**src/rtl/jstk_frame_decoder_if.sv**
```systemverilog
// Frame bus between the SPI master and the joystick frame decoder.
// The master drives the frame strobe and data; the decoder reports back busy and frame rejects.
interface jstk_frame_decoder_if;
  logic        frame_valid;
  logic [39:0] frame;
  logic        busy;
  logic        frame_err;

  modport master (
    output frame_valid,
    output frame,
    input  busy,
    input  frame_err
  );

  modport slave (
    input  frame_valid,
    input  frame,
    output busy,
    output frame_err
  );
endinterface

```
**src/rtl/jstk_frame_decoder.sv**
```systemverilog
// Validates 40-bit joystick frames, averages X/Y over 4 samples, debounces buttons
// and steps a clamped Pong paddle on each game tick.
module jstk_frame_decoder #(
  parameter int PADDLE_MAX  = 400,
  parameter int DEADZONE    = 64,
  parameter int SPEED_SHIFT = 6,
  parameter int DEBOUNCE    = 3
) (
  input  logic                 clk50M,
  input  logic                 rst_n,
  jstk_frame_decoder_if.slave  fbus,
  input  logic                 tick,
  output logic [9:0]           x_pos,
  output logic [9:0]           y_pos,
  output logic [2:0]           buttons,
  output logic [8:0]           paddle_pos,
  output logic [7:0]           err_count
);

  localparam logic [8:0]         PADDLE_RST   = 9'(PADDLE_MAX / 2);
  localparam logic [8:0]         PADDLE_TOP   = 9'(PADDLE_MAX);
  localparam logic signed [10:0] PADDLE_MAX_S = 11'(PADDLE_MAX);
  localparam logic [10:0]        DEADZONE_U   = 11'(DEADZONE);
  localparam logic [7:0]         DEBOUNCE_U   = 8'(DEBOUNCE);

  typedef enum logic [1:0] {IDLE, PARSE, FILTER} state_t;

  state_t      state_reg, state_next;
  logic [39:0] cap_reg;
  logic        frame_err_reg;
  logic [7:0]  err_count_reg;
  logic        capture_en, err_en, filter_en;

  logic        frame_ok;
  logic [9:0]  x_raw, y_raw;
  logic [2:0]  btn_raw;

  assign frame_ok = (cap_reg[31:26] == 6'd0) && (cap_reg[15:10] == 6'd0);
  assign x_raw    = {cap_reg[25:24], cap_reg[39:32]};
  assign y_raw    = {cap_reg[9:8], cap_reg[23:16]};
  assign btn_raw  = cap_reg[2:0];

  always_ff @(posedge clk50M or negedge rst_n) begin
    if (!rst_n) state_reg <= IDLE;
    else        state_reg <= state_next;
  end

  always_comb begin
    state_next = state_reg;
    case (state_reg)
      IDLE:    if (fbus.frame_valid) state_next = PARSE;
      PARSE:   state_next = frame_ok ? FILTER : IDLE;
      FILTER:  state_next = IDLE;
      default: state_next = IDLE;
    endcase
  end

  always_comb begin
    capture_en = (state_reg == IDLE) && fbus.frame_valid;
    err_en     = (state_reg == PARSE) && !frame_ok;
    filter_en  = (state_reg == FILTER);
  end

  assign fbus.busy      = (state_reg != IDLE);
  assign fbus.frame_err = frame_err_reg;
  assign err_count      = err_count_reg;

  always_ff @(posedge clk50M or negedge rst_n) begin
    if (!rst_n) begin
      cap_reg       <= '0;
      frame_err_reg <= 1'b0;
      err_count_reg <= 8'd0;
    end else begin
      if (capture_en) cap_reg <= fbus.frame;
      frame_err_reg <= err_en;
      if (err_en && err_count_reg != 8'hFF) err_count_reg <= err_count_reg + 8'd1;
    end
  end

  // Shift chain: stage 0 takes the new sample, stage N takes stage N-1.
  for (genvar gi = 0; gi < 4; gi++) begin : g_hist
    logic [9:0] x_reg, y_reg, x_in, y_in;
    if (gi == 0) begin : g_head
      assign x_in = x_raw;
      assign y_in = y_raw;
    end else begin : g_tail
      assign x_in = g_hist[gi-1].x_reg;
      assign y_in = g_hist[gi-1].y_reg;
    end
    always_ff @(posedge clk50M or negedge rst_n) begin
      if (!rst_n) begin
        x_reg <= 10'd512;
        y_reg <= 10'd512;
      end else if (filter_en) begin
        x_reg <= x_in;
        y_reg <= y_in;
      end
    end
  end

  logic [11:0] x_sum, y_sum;
  assign x_sum = {2'b00, g_hist[0].x_reg} + {2'b00, g_hist[1].x_reg}
               + {2'b00, g_hist[2].x_reg} + {2'b00, g_hist[3].x_reg};
  assign y_sum = {2'b00, g_hist[0].y_reg} + {2'b00, g_hist[1].y_reg}
               + {2'b00, g_hist[2].y_reg} + {2'b00, g_hist[3].y_reg};
  assign x_pos = x_sum[11:2];
  assign y_pos = y_sum[11:2];

  logic [2:0] buttons_reg, buttons_next, cand_reg, cand_next;
  logic [7:0] match_reg, match_next, match_inc;

  always_comb begin
    buttons_next = buttons_reg;
    cand_next    = cand_reg;
    match_next   = match_reg;
    match_inc    = 8'd1;
    if (filter_en) begin
      if (btn_raw == buttons_reg) begin
        match_next = 8'd0;
      end else begin
        match_inc = (btn_raw == cand_reg) ? match_reg + 8'd1 : 8'd1;
        cand_next = btn_raw;
        if (match_inc >= DEBOUNCE_U) begin
          buttons_next = btn_raw;
          match_next   = 8'd0;
        end else begin
          match_next   = match_inc;
        end
      end
    end
  end

  always_ff @(posedge clk50M or negedge rst_n) begin
    if (!rst_n) begin
      buttons_reg <= 3'd0;
      cand_reg    <= 3'd0;
      match_reg   <= 8'd0;
    end else begin
      buttons_reg <= buttons_next;
      cand_reg    <= cand_next;
      match_reg   <= match_next;
    end
  end
  assign buttons = buttons_reg;

  // Paddle reads the registered y_pos, so a tick alongside FILTER sees the old value.
  logic [8:0]         paddle_reg, paddle_next;
  logic signed [10:0] d, step, sum;
  logic [10:0]        abs_d;

  always_comb begin
    d           = $signed({1'b0, y_pos}) - 11'sd512;
    abs_d       = d[10] ? 11'(-d) : 11'(d);
    step        = d >>> SPEED_SHIFT;
    sum         = $signed({2'b00, paddle_reg}) + step;
    paddle_next = paddle_reg;
    if (tick && abs_d > DEADZONE_U) begin
      if (sum < 11'sd0)             paddle_next = 9'd0;
      else if (sum > PADDLE_MAX_S)  paddle_next = PADDLE_TOP;
      else                          paddle_next = sum[8:0];
    end
  end

  always_ff @(posedge clk50M or negedge rst_n) begin
    if (!rst_n) paddle_reg <= PADDLE_RST;
    else        paddle_reg <= paddle_next;
  end
  assign paddle_pos = paddle_reg;

endmodule

```
**src/flat_wrapper.sv**
```systemverilog
// flat-port wrapper written by rule: the top's interface ports become plain ports
module jstk_frame_decoder_flat 
#(
  parameter int PADDLE_MAX  = 400,
  parameter int DEADZONE    = 64,
  parameter int SPEED_SHIFT = 6,
  parameter int DEBOUNCE    = 3
)
  (clk50M, rst_n, tick, x_pos, y_pos, buttons, paddle_pos, err_count, fbus_frame_valid, fbus_frame, fbus_busy, fbus_frame_err);
  jstk_frame_decoder_if fbus_i ();
  input  logic clk50M;
  input  logic rst_n;
  input  logic tick;
  output logic [9:0] x_pos;
  output logic [9:0] y_pos;
  output logic [2:0] buttons;
  output logic [8:0] paddle_pos;
  output logic [7:0] err_count;
  input wire logic [$bits(fbus_i.frame_valid)-1:0] fbus_frame_valid;
  input wire logic [$bits(fbus_i.frame)-1:0] fbus_frame;
  output wire logic [$bits(fbus_i.busy)-1:0] fbus_busy;
  output wire logic [$bits(fbus_i.frame_err)-1:0] fbus_frame_err;
  assign fbus_i.frame_valid = fbus_frame_valid;
  assign fbus_i.frame = fbus_frame;
  assign fbus_busy = fbus_i.busy;
  assign fbus_frame_err = fbus_i.frame_err;
  jstk_frame_decoder #(.PADDLE_MAX(PADDLE_MAX), .DEADZONE(DEADZONE), .SPEED_SHIFT(SPEED_SHIFT), .DEBOUNCE(DEBOUNCE)) u_core (.clk50M(clk50M), .rst_n(rst_n), .fbus(fbus_i), .tick(tick), .x_pos(x_pos), .y_pos(y_pos), .buttons(buttons), .paddle_pos(paddle_pos), .err_count(err_count));
endmodule
```
**config.mk**
```make
export PLATFORM = sky130hd
export DESIGN_NAME = jstk_frame_decoder_flat
export DESIGN_NICKNAME = d
export VERILOG_FILES = /design/src/rtl/jstk_frame_decoder_if.sv /design/src/rtl/jstk_frame_decoder.sv /design/src/flat_wrapper.sv
export SDC_FILE = /design/constraint.sdc
export NUM_CORES = 1
export LEC_CHECK = 0
export ABC_CLOCK_PERIOD_IN_PS = 5500
export CORE_ASPECT_RATIO = 1.1
export CORE_MARGIN = 2
export CORE_UTILIZATION = 30
export DETAILED_ROUTE_END_ITERATION = 10
export PLACE_DENSITY = 0.5
export SETUP_SLACK_MARGIN = 0.3
export SLEW_MARGIN = 10
export SYNTH_ARGS = -nofsm -noshare
export SYNTH_HDL_FRONTEND = slang
export SYNTH_SLANG_ARGS = --single-unit
```
**constraint.sdc**
```tcl
create_clock -name clk50M -period 5.5 [get_ports clk50M]
set_input_delay 1.1 -clock clk50M [delete_from_list [all_inputs] [get_ports clk50M]]
set_output_delay 1.1 -clock clk50M [all_outputs]
set_load 0.01 [all_outputs]
```
==> results.cfg <==
[timing]
finalHoldViolations = 0
max_freq_mhz = 180
fin_crit_ps = 5550
period_share_pct = 101
final-setup-viol-count = 5
worst_slack_ps = -47.9
slew_viol_final = 0
relSlewSlack_pct = 28.7
skew_ps = 13.3
worstMarginPinSlew_ps = 1070
rsz0062_at_grt = yes

[placement]
placed_area_sq_mm = 0.0100
gp_congestion = 0.737
dp_cells = 1327
dpl.hpwl_um = 11600
portBuffers = 80
post-place-ws_ps = -152

[global_routing]
grt_pass1_wl_um = 29300
grt_pass1_vias = 6141
grt-ovfl-total = 0
antenna_found_initial = 0
track_usage_pct = 12.1
grt_start_max_net_pins = 113

[power_and_ir_drop]
max-vdd-ir-drop_mv = 0.199
p_leak_nw = 5.40
power_mw = 3.30
p_per_area_mw_per_mm2 = 291

[finish]
stdcell_count = 1393
diodes = 0
layout-area-overhead-vs-synth_pct = 34.3
nNetsFinal = 1137
final_util_pct = 40.8
final_common_cell = nand2_1
design_area_sq_mm = 0.0113
drive_above_1_share_pct = 25.5
n_fill_cell = 2719
final_cell_mix = 188 x nand2_1, 136 x dfrtp_1, 95 x inv_1

[floorplanning]
rows = 64
die_w_um = 164
die_h_um = 180
ios = 86
core-area_sq_mm = 0.0278
dieArea_sq_mm = 0.0295
start_util_pct = 30.4

[min_path]
hold_class = register to register

[outcome]
status = finished with violations
violations = negative setup slack

[setup_path]
cp-start-kind = register
critPathArrivalTime_ps = 5860
slowest_delay_ps = 520
cpMostUsedCell = a21oi_2
crit_type = register to register
cp_max_fo = 5
slowest_stage = fa_1
required_ps = 5810
crit_path_end_kind = register

[synthesis]
synth_ff_type = dfrtp_1
synth-edff-count = 0
yosysSeqAreaShare_pct = 44.3
syn_avg_cell_area_sq_um = 9.73
yosysWarnings = 0
yosysUniqueCellTypes = 58
synth_top_area_share_pct = 40.9
synth-seq-cells = 149
syn_nets = 988
synth_cells = 868
synthTopCellsByArea = dfrtp_1 41%, nand2_1 8.5%, ha_1 7.8%, mux2_2 5.5%, fa_1 5.4%
synthArstFlopShare_pct = 100
syn_area_sq_mm = 0.00845
synth_top_cell_by_area = dfrtp_1

[clocking]
numCtsBuffers = 17
cts_tree = yes
h-tree-depth = 4
insertion_delay_ps = 430
cts_root_buf = clkbuf_16
clk_pin_slew_worst_paths_ps = 70
clockBufferDepth = 2
clock_sink_count = 149
cts_hold_buf = 0

[job]
cap_violations = 0

[route]
wl_per_cell_um = 12.2
routed_wirelength_um = 17000
drt_iter0_drc = 404
vias = 6178
dr.pass1.iters = 4
ant_nets = 0
drc = 0
viasPerCell = 4.44
-- layout make-up --
type / instances / area, sq um / share of cell area (%)
sequential: 149 / 3740 / 33.0
multi-input combinational: 593 / 4750 / 41.9
clock inverter: 13 / 193 / 1.70
clock buffer: 19 / 443 / 3.90
tap: 363 / 454 / 4.00
timing repair buffer: 153 / 1370 / 12.1
inverter: 103 / 389 / 3.43
-- layer usage --
layer  track usage [%]  share of wire [%]  vias to the layer above  routed length, um
li1                  -                  -                     3154                  -
met4              4.11                1.5                        0                250
met5                 0                  0                        -                  0
met1              16.8                 49                     2916               8400
met2              18.4                 45                       88               7640
met3              2.83                4.4                       20                755
-- synthesized netlist by cell type, drive strengths merged (2+ instances only) --
cell type / number
and3: 4
a21oi: 34
fa: 23
nor4: 5
o21bai: 14
ha: 53
xnor2: 40
a221oi: 2
nand2: 192
mux2i: 7
and2: 6
or3: 2
nand4: 7
nor2b: 4
a21boi: 4
dfrtp: 138
nor3: 3
clkbuf: 20
xor2: 15
o31ai: 3
o21a: 2
buf: 3
inv: 103
o41ai: 3
nand2b: 7
a31oi: 3
nand3: 12
nor2: 23
mux2: 44
dfstp: 11
a211oi: 2
a21o: 11
o211ai: 3
or2: 2
o21ai: 47
a32oi: 2
-- power breakdown --
group	internal, mW	switching, mW
combinational	0.435	0.345
clock	0.778	0.482
sequential	1.19	0.0726
total	2.40	0.900
-- cell families (layout without fill, tap and decap cells) --
logic type      count (synthesis)  in the layout  share of synthesized area [%]
compound gates                139            139                           10.5
simple gates                  272            272                           13.6
xor+xnor                       55             55                           5.70
flops                         149            149                           44.3
mux                            51             51                           6.83
buf+inv                       126            288                           5.72
fa+ha+maj                      76             76                           13.3
-- worst max-delay path, delay by kind of cell (launching register included) --
| family | cells | cell delay (ps) |
|---|---|---|
| fa+ha+maj | 5 | 1560 |
| simple gates | 3 | 210 |
| compound gates | 14 | 2630 |
| mux | 1 | 60 |
| buf+inv | 3 | 340 |
| xor+xnor | 2 | 280 |
| flops | 1 | 380 |
-- metrics by stage --
stage          hold slack [ps]  TNS, ps
6_report                   458     -186
5_1_grt                    489    -2850
3_3_place_gp               448     -148
2_1_floorplan              435        0
3_5_place_dp               451     -783
4_1_cts                    462     -172
-- what timing repair did --
item | CTS | global route
buffers inserted | 20 | 14
pin swaps | 29 | 61
gates resized for setup | 82 | 55
endpoints found under the setup margin | 20 | 21
-- worst paths after layout --
check / startpoint / to / slack [ps] / depth (start not counted)
max: u_core.g_hist[0].y_reg[0] / u_core.paddle_pos[5] / -50 / 28
min: u_core.cap_reg[36] / u_core.g_hist[0].x_reg[4] / 460 / 2
max reg2reg: u_core.g_hist[0].y_reg[0] / u_core.paddle_pos[5] / -50 / 28
min reg2reg: u_core.cap_reg[36] / u_core.g_hist[0].x_reg[4] / 460 / 2
max in group asynchronous: rst_n / u_core.g_hist[0].x_reg[1] / 3780 / 2
min in group asynchronous: rst_n / u_core.g_hist[3].x_reg[6] / 660 / 1
No activity file was read; power rests on OpenSTA's default activity.
